### config.mk
export PLATFORM = sky130hd
export DESIGN_NAME = rv32im_decode_stage
export DESIGN_NICKNAME = d
export VERILOG_FILES = /design/src/rtl/rv32i_types.sv /design/src/rtl/rv32im_decode_comb.sv /design/src/rtl/rv32im_decode_stage.sv
export SDC_FILE = /design/constraint.sdc
export NUM_CORES = 1
export LEC_CHECK = 0
export BUFFER_PORTS_ARGS = -buffer_cell sky130_fd_sc_hd__buf_2
export CORE_MARGIN = 10
export CORE_UTILIZATION = 50
export CTS_BUF_LIST = sky130_fd_sc_hd__clkbuf_2
export DETAILED_ROUTE_END_ITERATION = 10
export PLACE_DENSITY = 0.75
export SYNTH_ARGS = -nofsm -noshare
export SYNTH_HDL_FRONTEND = slang
export SYNTH_SLANG_ARGS = --single-unit
### constraint.sdc
create_clock -name clk -period 6.9 [get_ports clk]
set_clock_uncertainty 0.1 [all_clocks]
set_input_delay 0.345 -clock clk [delete_from_list [all_inputs] [get_ports clk]]
set_output_delay 0.345 -clock clk [all_outputs]
set_load 0.02 [all_outputs]
### src/rtl/rv32i_types.sv
// Shared RV32IM decode types: functional-unit select, operation encodings and
// the decoded micro-op that flows from decode to dispatch/rename.
package rv32i_types;

  localparam logic [6:0] OPC_LUI    = 7'b0110111;
  localparam logic [6:0] OPC_AUIPC  = 7'b0010111;
  localparam logic [6:0] OPC_JAL    = 7'b1101111;
  localparam logic [6:0] OPC_JALR   = 7'b1100111;
  localparam logic [6:0] OPC_BRANCH = 7'b1100011;
  localparam logic [6:0] OPC_LOAD   = 7'b0000011;
  localparam logic [6:0] OPC_STORE  = 7'b0100011;
  localparam logic [6:0] OPC_OP_IMM = 7'b0010011;
  localparam logic [6:0] OPC_OP     = 7'b0110011;

  localparam logic [6:0] F7_BASE    = 7'b0000000;
  localparam logic [6:0] F7_VARIANT = 7'b0100000;
  localparam logic [6:0] F7_MULDIV  = 7'b0000001;

  typedef logic [31:0] instr_t;

  typedef enum logic [1:0] {fu_alu, fu_mdu, fu_lsu, fu_br} fu_sel_t;

  // ALU op is {funct7[5], funct3}, so sub/sra land in the upper half.
  typedef enum logic [3:0] {
    alu_op_add  = 4'b0000, alu_op_sll = 4'b0001, alu_op_slt = 4'b0010,
    alu_op_sltu = 4'b0011, alu_op_xor = 4'b0100, alu_op_srl = 4'b0101,
    alu_op_or   = 4'b0110, alu_op_and = 4'b0111, alu_op_sub = 4'b1000,
    alu_op_sra  = 4'b1101
  } alu_op_t;

  typedef enum logic [2:0] {
    mdu_op_mul = 3'b000, mdu_op_mulh = 3'b001, mdu_op_mulhsu = 3'b010,
    mdu_op_mulhu = 3'b011, mdu_op_div = 3'b100, mdu_op_divu = 3'b101,
    mdu_op_rem = 3'b110, mdu_op_remu = 3'b111
  } mdu_op_t;

  // LSU op is {is_store, funct3}.
  typedef enum logic [3:0] {
    lsu_op_lb = 4'b0000, lsu_op_lh = 4'b0001, lsu_op_lw = 4'b0010,
    lsu_op_lbu = 4'b0100, lsu_op_lhu = 4'b0101,
    lsu_op_sb = 4'b1000, lsu_op_sh = 4'b1001, lsu_op_sw = 4'b1010
  } lsu_op_t;

  typedef struct packed {
    logic [31:0] pc;
    fu_sel_t     fu;
    alu_op_t     alu_op_type;
    mdu_op_t     mdu_op_type;
    lsu_op_t     lsu_op_type;
    logic [2:0]  br_f3;
    logic [4:0]  rs1;
    logic [4:0]  rs2;
    logic [4:0]  rd;
    logic        use_rs1;
    logic        use_rs2;
    logic        rd_we;
    logic        src1_pc;
    logic        use_imm;
    logic [31:0] imm;
    logic        illegal;
  } dec_uop_t;

endpackage

### src/rtl/rv32im_decode_comb.sv
// Purely combinational RV32IM decoder: raw word + PC -> dec_uop_t.
// Illegal words collapse to an all-default ALU uop with illegal=1.
module rv32im_decode_comb
  import rv32i_types::*;
(
  input  instr_t      instr,
  input  logic [31:0] pc,
  output dec_uop_t    uop
);

  logic [6:0]  opcode;
  logic [2:0]  f3;
  logic [6:0]  f7;
  logic [31:0] imm_i, imm_s, imm_b, imm_u, imm_j, imm_sh;
  logic        illegal, rd_en;
  dec_uop_t    d;

  assign opcode = instr[6:0];
  assign f3     = instr[14:12];
  assign f7     = instr[31:25];
  assign imm_i  = {{20{instr[31]}}, instr[31:20]};
  assign imm_s  = {{20{instr[31]}}, instr[31:25], instr[11:7]};
  assign imm_b  = {{19{instr[31]}}, instr[31], instr[7], instr[30:25], instr[11:8], 1'b0};
  assign imm_u  = {instr[31:12], 12'b0};
  assign imm_j  = {{11{instr[31]}}, instr[31], instr[19:12], instr[20], instr[30:21], 1'b0};
  assign imm_sh = {27'b0, instr[24:20]};

  always_comb begin
    d        = '0;
    d.pc     = pc;
    illegal  = 1'b0;
    rd_en    = 1'b0;
    case (opcode)
      OPC_LUI, OPC_AUIPC: begin
        rd_en     = 1'b1;
        d.use_imm = 1'b1;
        d.imm     = imm_u;
        d.src1_pc = (opcode == OPC_AUIPC);
      end
      OPC_JAL: begin
        d.fu      = fu_br;
        rd_en     = 1'b1;
        d.use_imm = 1'b1;
        d.imm     = imm_j;
      end
      OPC_JALR: begin
        d.fu      = fu_br;
        rd_en     = 1'b1;
        d.use_rs1 = 1'b1;
        d.use_imm = 1'b1;
        d.imm     = imm_i;
      end
      OPC_BRANCH: begin
        d.fu      = fu_br;
        d.use_rs1 = 1'b1;
        d.use_rs2 = 1'b1;
        d.use_imm = 1'b1;
        d.imm     = imm_b;
        d.br_f3   = f3;
      end
      OPC_LOAD: begin
        d.fu          = fu_lsu;
        rd_en         = 1'b1;
        d.use_rs1     = 1'b1;
        d.use_imm     = 1'b1;
        d.imm         = imm_i;
        d.lsu_op_type = lsu_op_t'({1'b0, f3});
        illegal       = (f3 == 3'b011) || (f3 == 3'b110) || (f3 == 3'b111);
      end
      OPC_STORE: begin
        d.fu          = fu_lsu;
        d.use_rs1     = 1'b1;
        d.use_rs2     = 1'b1;
        d.use_imm     = 1'b1;
        d.imm         = imm_s;
        d.lsu_op_type = lsu_op_t'({1'b1, f3});
        illegal       = (f3 > 3'b010);
      end
      OPC_OP_IMM: begin
        rd_en         = 1'b1;
        d.use_rs1     = 1'b1;
        d.use_imm     = 1'b1;
        d.alu_op_type = alu_op_t'({(f3 == 3'b101) ? f7[5] : 1'b0, f3});
        // Shift-immediates carry only the shamt; funct7 selects logical/arith.
        if (f3 == 3'b001) begin
          d.imm   = imm_sh;
          illegal = (f7 != F7_BASE);
        end else if (f3 == 3'b101) begin
          d.imm   = imm_sh;
          illegal = (f7 != F7_BASE) && (f7 != F7_VARIANT);
        end else begin
          d.imm   = imm_i;
        end
      end
      OPC_OP: begin
        rd_en     = 1'b1;
        d.use_rs1 = 1'b1;
        d.use_rs2 = 1'b1;
        case (f7)
          F7_BASE:    d.alu_op_type = alu_op_t'({1'b0, f3});
          F7_VARIANT: begin
            d.alu_op_type = alu_op_t'({1'b1, f3});
            illegal       = (f3 != 3'b000) && (f3 != 3'b101);
          end
          F7_MULDIV: begin
            d.fu          = fu_mdu;
            d.mdu_op_type = mdu_op_t'(f3);
          end
          default:    illegal = 1'b1;
        endcase
      end
      default: illegal = 1'b1;
    endcase

    d.rs1   = d.use_rs1 ? instr[19:15] : 5'd0;
    d.rs2   = d.use_rs2 ? instr[24:20] : 5'd0;
    d.rd    = rd_en ? instr[11:7] : 5'd0;
    d.rd_we = rd_en && (instr[11:7] != 5'd0);

    if (illegal) begin
      d         = '0;
      d.pc      = pc;
      d.illegal = 1'b1;
    end
    uop = d;
  end

endmodule

### src/rtl/rv32im_decode_stage.sv
// Decode stage: decodes one fetch word per cycle into a uop and buffers it in a
// small FIFO so in_ready depends only on registered occupancy.
module rv32im_decode_stage
  import rv32i_types::*;
#(
  parameter int DEPTH = 2
) (
  input  logic        clk,
  input  logic        rst_n,
  input  logic        flush,
  input  logic        in_valid,
  output logic        in_ready,
  input  instr_t      in_instr,
  input  logic [31:0] in_pc,
  output logic        out_valid,
  input  logic        out_ready,
  output dec_uop_t    out_uop
);

  localparam int PW = (DEPTH > 1) ? $clog2(DEPTH) : 1;
  localparam int CW = PW + 1;

  dec_uop_t        mem [DEPTH];
  dec_uop_t        dec_uop;
  logic [PW-1:0]   wr_ptr, rd_ptr;
  logic [CW-1:0]   count;
  logic            push, pop;

  rv32im_decode_comb u_decode (
    .instr (in_instr),
    .pc    (in_pc),
    .uop   (dec_uop)
  );

  // Valid/ready: a transfer happens on a side only when valid and ready are both
  // high at the clock edge; valid must hold its payload until accepted, ready
  // never looks at valid, and a flush in the same cycle cancels both transfers.
  assign in_ready  = (count != CW'(DEPTH));
  assign out_valid = (count != '0);
  assign push      = in_valid && in_ready && !flush;
  assign pop       = out_valid && out_ready && !flush;
  assign out_uop   = mem[rd_ptr];

  always_ff @(posedge clk or negedge rst_n) begin
    if (!rst_n) begin
      wr_ptr <= '0;
      rd_ptr <= '0;
      count  <= '0;
    end else if (flush) begin
      wr_ptr <= '0;
      rd_ptr <= '0;
      count  <= '0;
    end else begin
      if (push) wr_ptr <= wr_ptr + PW'(1);
      if (pop)  rd_ptr <= rd_ptr + PW'(1);
      count <= count + CW'(push) - CW'(pop);
    end
  end

  // Storage needs no reset: entries are only observed while counted valid.
  always_ff @(posedge clk) begin
    if (push) mem[wr_ptr] <= dec_uop;
  end

endmodule
==> metrics.yaml <==
outcome: "finished clean"
design_area_um2: 10800
drt-met1-wl_um: 7740
hpwl_um: 12900
grt_pass1_wl_um: 30600
worstSkewPairLatency_ns: 0.77
cts_tree: "yes"
synth_edf_count: 202
grt_pass1_vias: 5852
maxSlewHeadroom: 0.343
gp_congestion: 0.848
met3_wirelength_um: 2360
diodes: 0
final_max_slew_viol_count: 0
syn-num-nets: 593
rsz0062_at_grt: "no"
vias: 5544
hold_viol_final: 0
cts_buffer_depth: 3
synth_area_per_cell_um2: 16.5
drt_iter0_markers: 373
ys_seq_elements: 206
whs_ns: 0.206
post_cts_buffers: 0
die_y_um: 151
min-delay-path-class: "in -> reg"
p_per_area_nw_per_um2: 259
cp.required_ns: 6.45
cts.sink_count: 206
finalCritPeriodShare: 0.493
path_max_fanout: 69
fp.dieArea_um2: 22900
area.growth.synth_to_final_pct: 24.7
dpl_worst_slack_ns: 3.83
cts_root_buf: "clkbuf_2"
peakVddDrop_v: 0.000161
p_leak_uw: 0.00423
rows: 47
worst_slew_pin_slew_ns: 0.982
route.detailed.drc: 0
numCtsBuffers: 51
layout.nets: 859
placed_area_um2: 9670
wl_per_cell_um: 19.0
clk_pin_slew_ns: 0.10
finalPower_uw: 2790
syn-cell-area_um2: 8630
top_layer: "met5"
final_cell_mix: "edfxtp_1, buf_2, mux2_2, clkbuf_2, dlygate4sd3_1"
yosysSeqAreaShare: 0.715
crit_arrival_ns: 2.96
cp-end-kind: "output pin"
start_util: 0.515
crit_slowest_cell: "buf_4"
maxCapViolations: 0
die_w_um: 151
antenna_found_initial: 2
final.setup.tns_ns: 0
grt_use_total: 0.170
cp_cell_sequence: "buf_4 > mux2_2 > buf_2"
layout-drive-gt1-share: 0.460
worstSetupPathType: "reg -> out"
vias_per_cell: 5.33
drtAntennaViolNets: 0
drtPass1Iterations: 4
drt_wl_total_um: 19800
layout_setup_ws_ns: 3.50
fmax_mhz: 294
io_pins: 172
grt_overflow: 0
syn_inst: 522
fin_crit_ns: 3.40
yosysWarnings: 0
core_um2: 16800
synth_cell_types: 54
fill_cells: 1260
startpoint_type: "flop"
async_reset_ff_frac: 0.0194
setup_viol: 0
port_buffers: 171
grt_max_degree: 70
ys.flop_type: "edfxtp_1"
htreeDepth: 2
max_stage_delay_ns: 0.80
layout_commonest_cell: "edfxtp_1"
met2_length_um: 9420
## worst paths after layout
kind	start	to	slack (ns)	cells after the start
hold reg to reg	count[0]	count[0]	0.57	2
hold / removal	in_instr[1]	mem[1][12]	0.21	5
max in group asynchronous	rst_n	rd_ptr	6.13	3
min in group asynchronous	rst_n	count[0]	0.36	3
setup reg to reg	count[0]	mem[1][16]	3.79	5
setup / recovery	rd_ptr	out_uop[34]	3.50	3
## cell usage after synthesis, types with 2 or more instances
cell / n / area (um2)
a21oi_1: 22 / 110
a22o_1: 2 / 17.5
a22oi_1: 4 / 30.0
a31oi_1: 4 / 25.0
and2_1: 17 / 106
and3_1: 19 / 119
and3_2: 2 / 15.0
and3b_2: 2 / 20.0
and4_1: 4 / 35.0
and4b_1: 3 / 30.0
buf_2: 9 / 45.0
buf_6: 3 / 33.8
clkbuf_1: 13 / 48.8
dfrtp_1: 4 / 100
edfxtp_1: 202 / 6070
ha_1: 2 / 25.0
inv_1: 7 / 26.3
mux2_2: 101 / 1140
nand2_1: 27 / 101
nand2b_1: 4 / 25.0
nor2_1: 22 / 82.6
nor2b_1: 3 / 18.8
nor3_1: 4 / 20.0
nor4_1: 2 / 12.5
o21ai_0: 5 / 25.0
or2_2: 4 / 25.0
xnor2_1: 3 / 26.3
xor2_1: 2 / 17.5
## power by group
group          switching [uW]  internal, uW
Sequential               30.2          1440
Clock                     446           319
Combinational             326           225
Total                     802          1980
## what timing repair did
item | in CTS | in global routing
setup endpoints to repair | 0 | 0
endpoints found under the hold margin | 197 | 0
hold buffers | 64 | 0
resized for setup | 0 | 0
## state kept, by name, indices dropped and copies added (netlist names)
| register | count |
|---|---|
| mem | 202 |
| rd_ptr | 1 |
| count | 2 |
| wr_ptr | 1 |
## final cells by class
type / instances / area, um2 / share of cell area
flip-flops and latches: 206 / 6170 / 0.573
multi-input cells: 283 / 2320 / 0.215
repair buffers: 239 / 1530 / 0.142
clock buffers: 73 / 365 / 0.0340
well taps: 220 / 275 / 0.0256
clock inverters: 13 / 80.1 / 0.00744
inverters: 7 / 26.3 / 0.00244
## cells by family (layout without fill, tap and decap cells)
| kind of cell | after synthesis | count (layout) | share of synthesized area |
|---|---|---|---|
| AOI/OAI and AO/OA | 48 | 48 | 0.0376 |
| adders and majority gates | 2 | 2 | 0.00290 |
| DFF | 206 | 206 | 0.715 |
| and+or+nand+nor | 127 | 127 | 0.0895 |
| buffers and inverters | 33 | 332 | 0.0183 |
| muxes | 101 | 101 | 0.132 |
| xor gates and xnor gates | 5 | 5 | 0.00508 |
## layer usage
layer	GRT usage	vias up
li1	-	2577
met1	0.205	2644
met2	0.273	286
met3	0.0656	35
met4	0.0582	2
met5	0	-
## critical path: cells and delay by family (launching register included)
| kind | cells | cell delay (ns) |
|---|---|---|
| buffers and inverters | 2 | 0.97 |
| flip-flops | 1 | 0.74 |
| multiplexers | 1 | 0.45 |
## stage by stage
stage | cells | util
global placement | 891 | 0.577
global route | 1041 | 0.642
CTS | 1041 | 0.642
floorplan | 522 | -
detailed placement | 891 | 0.577
finish | 1041 | 0.642
(Power assumes the default switching activity.)
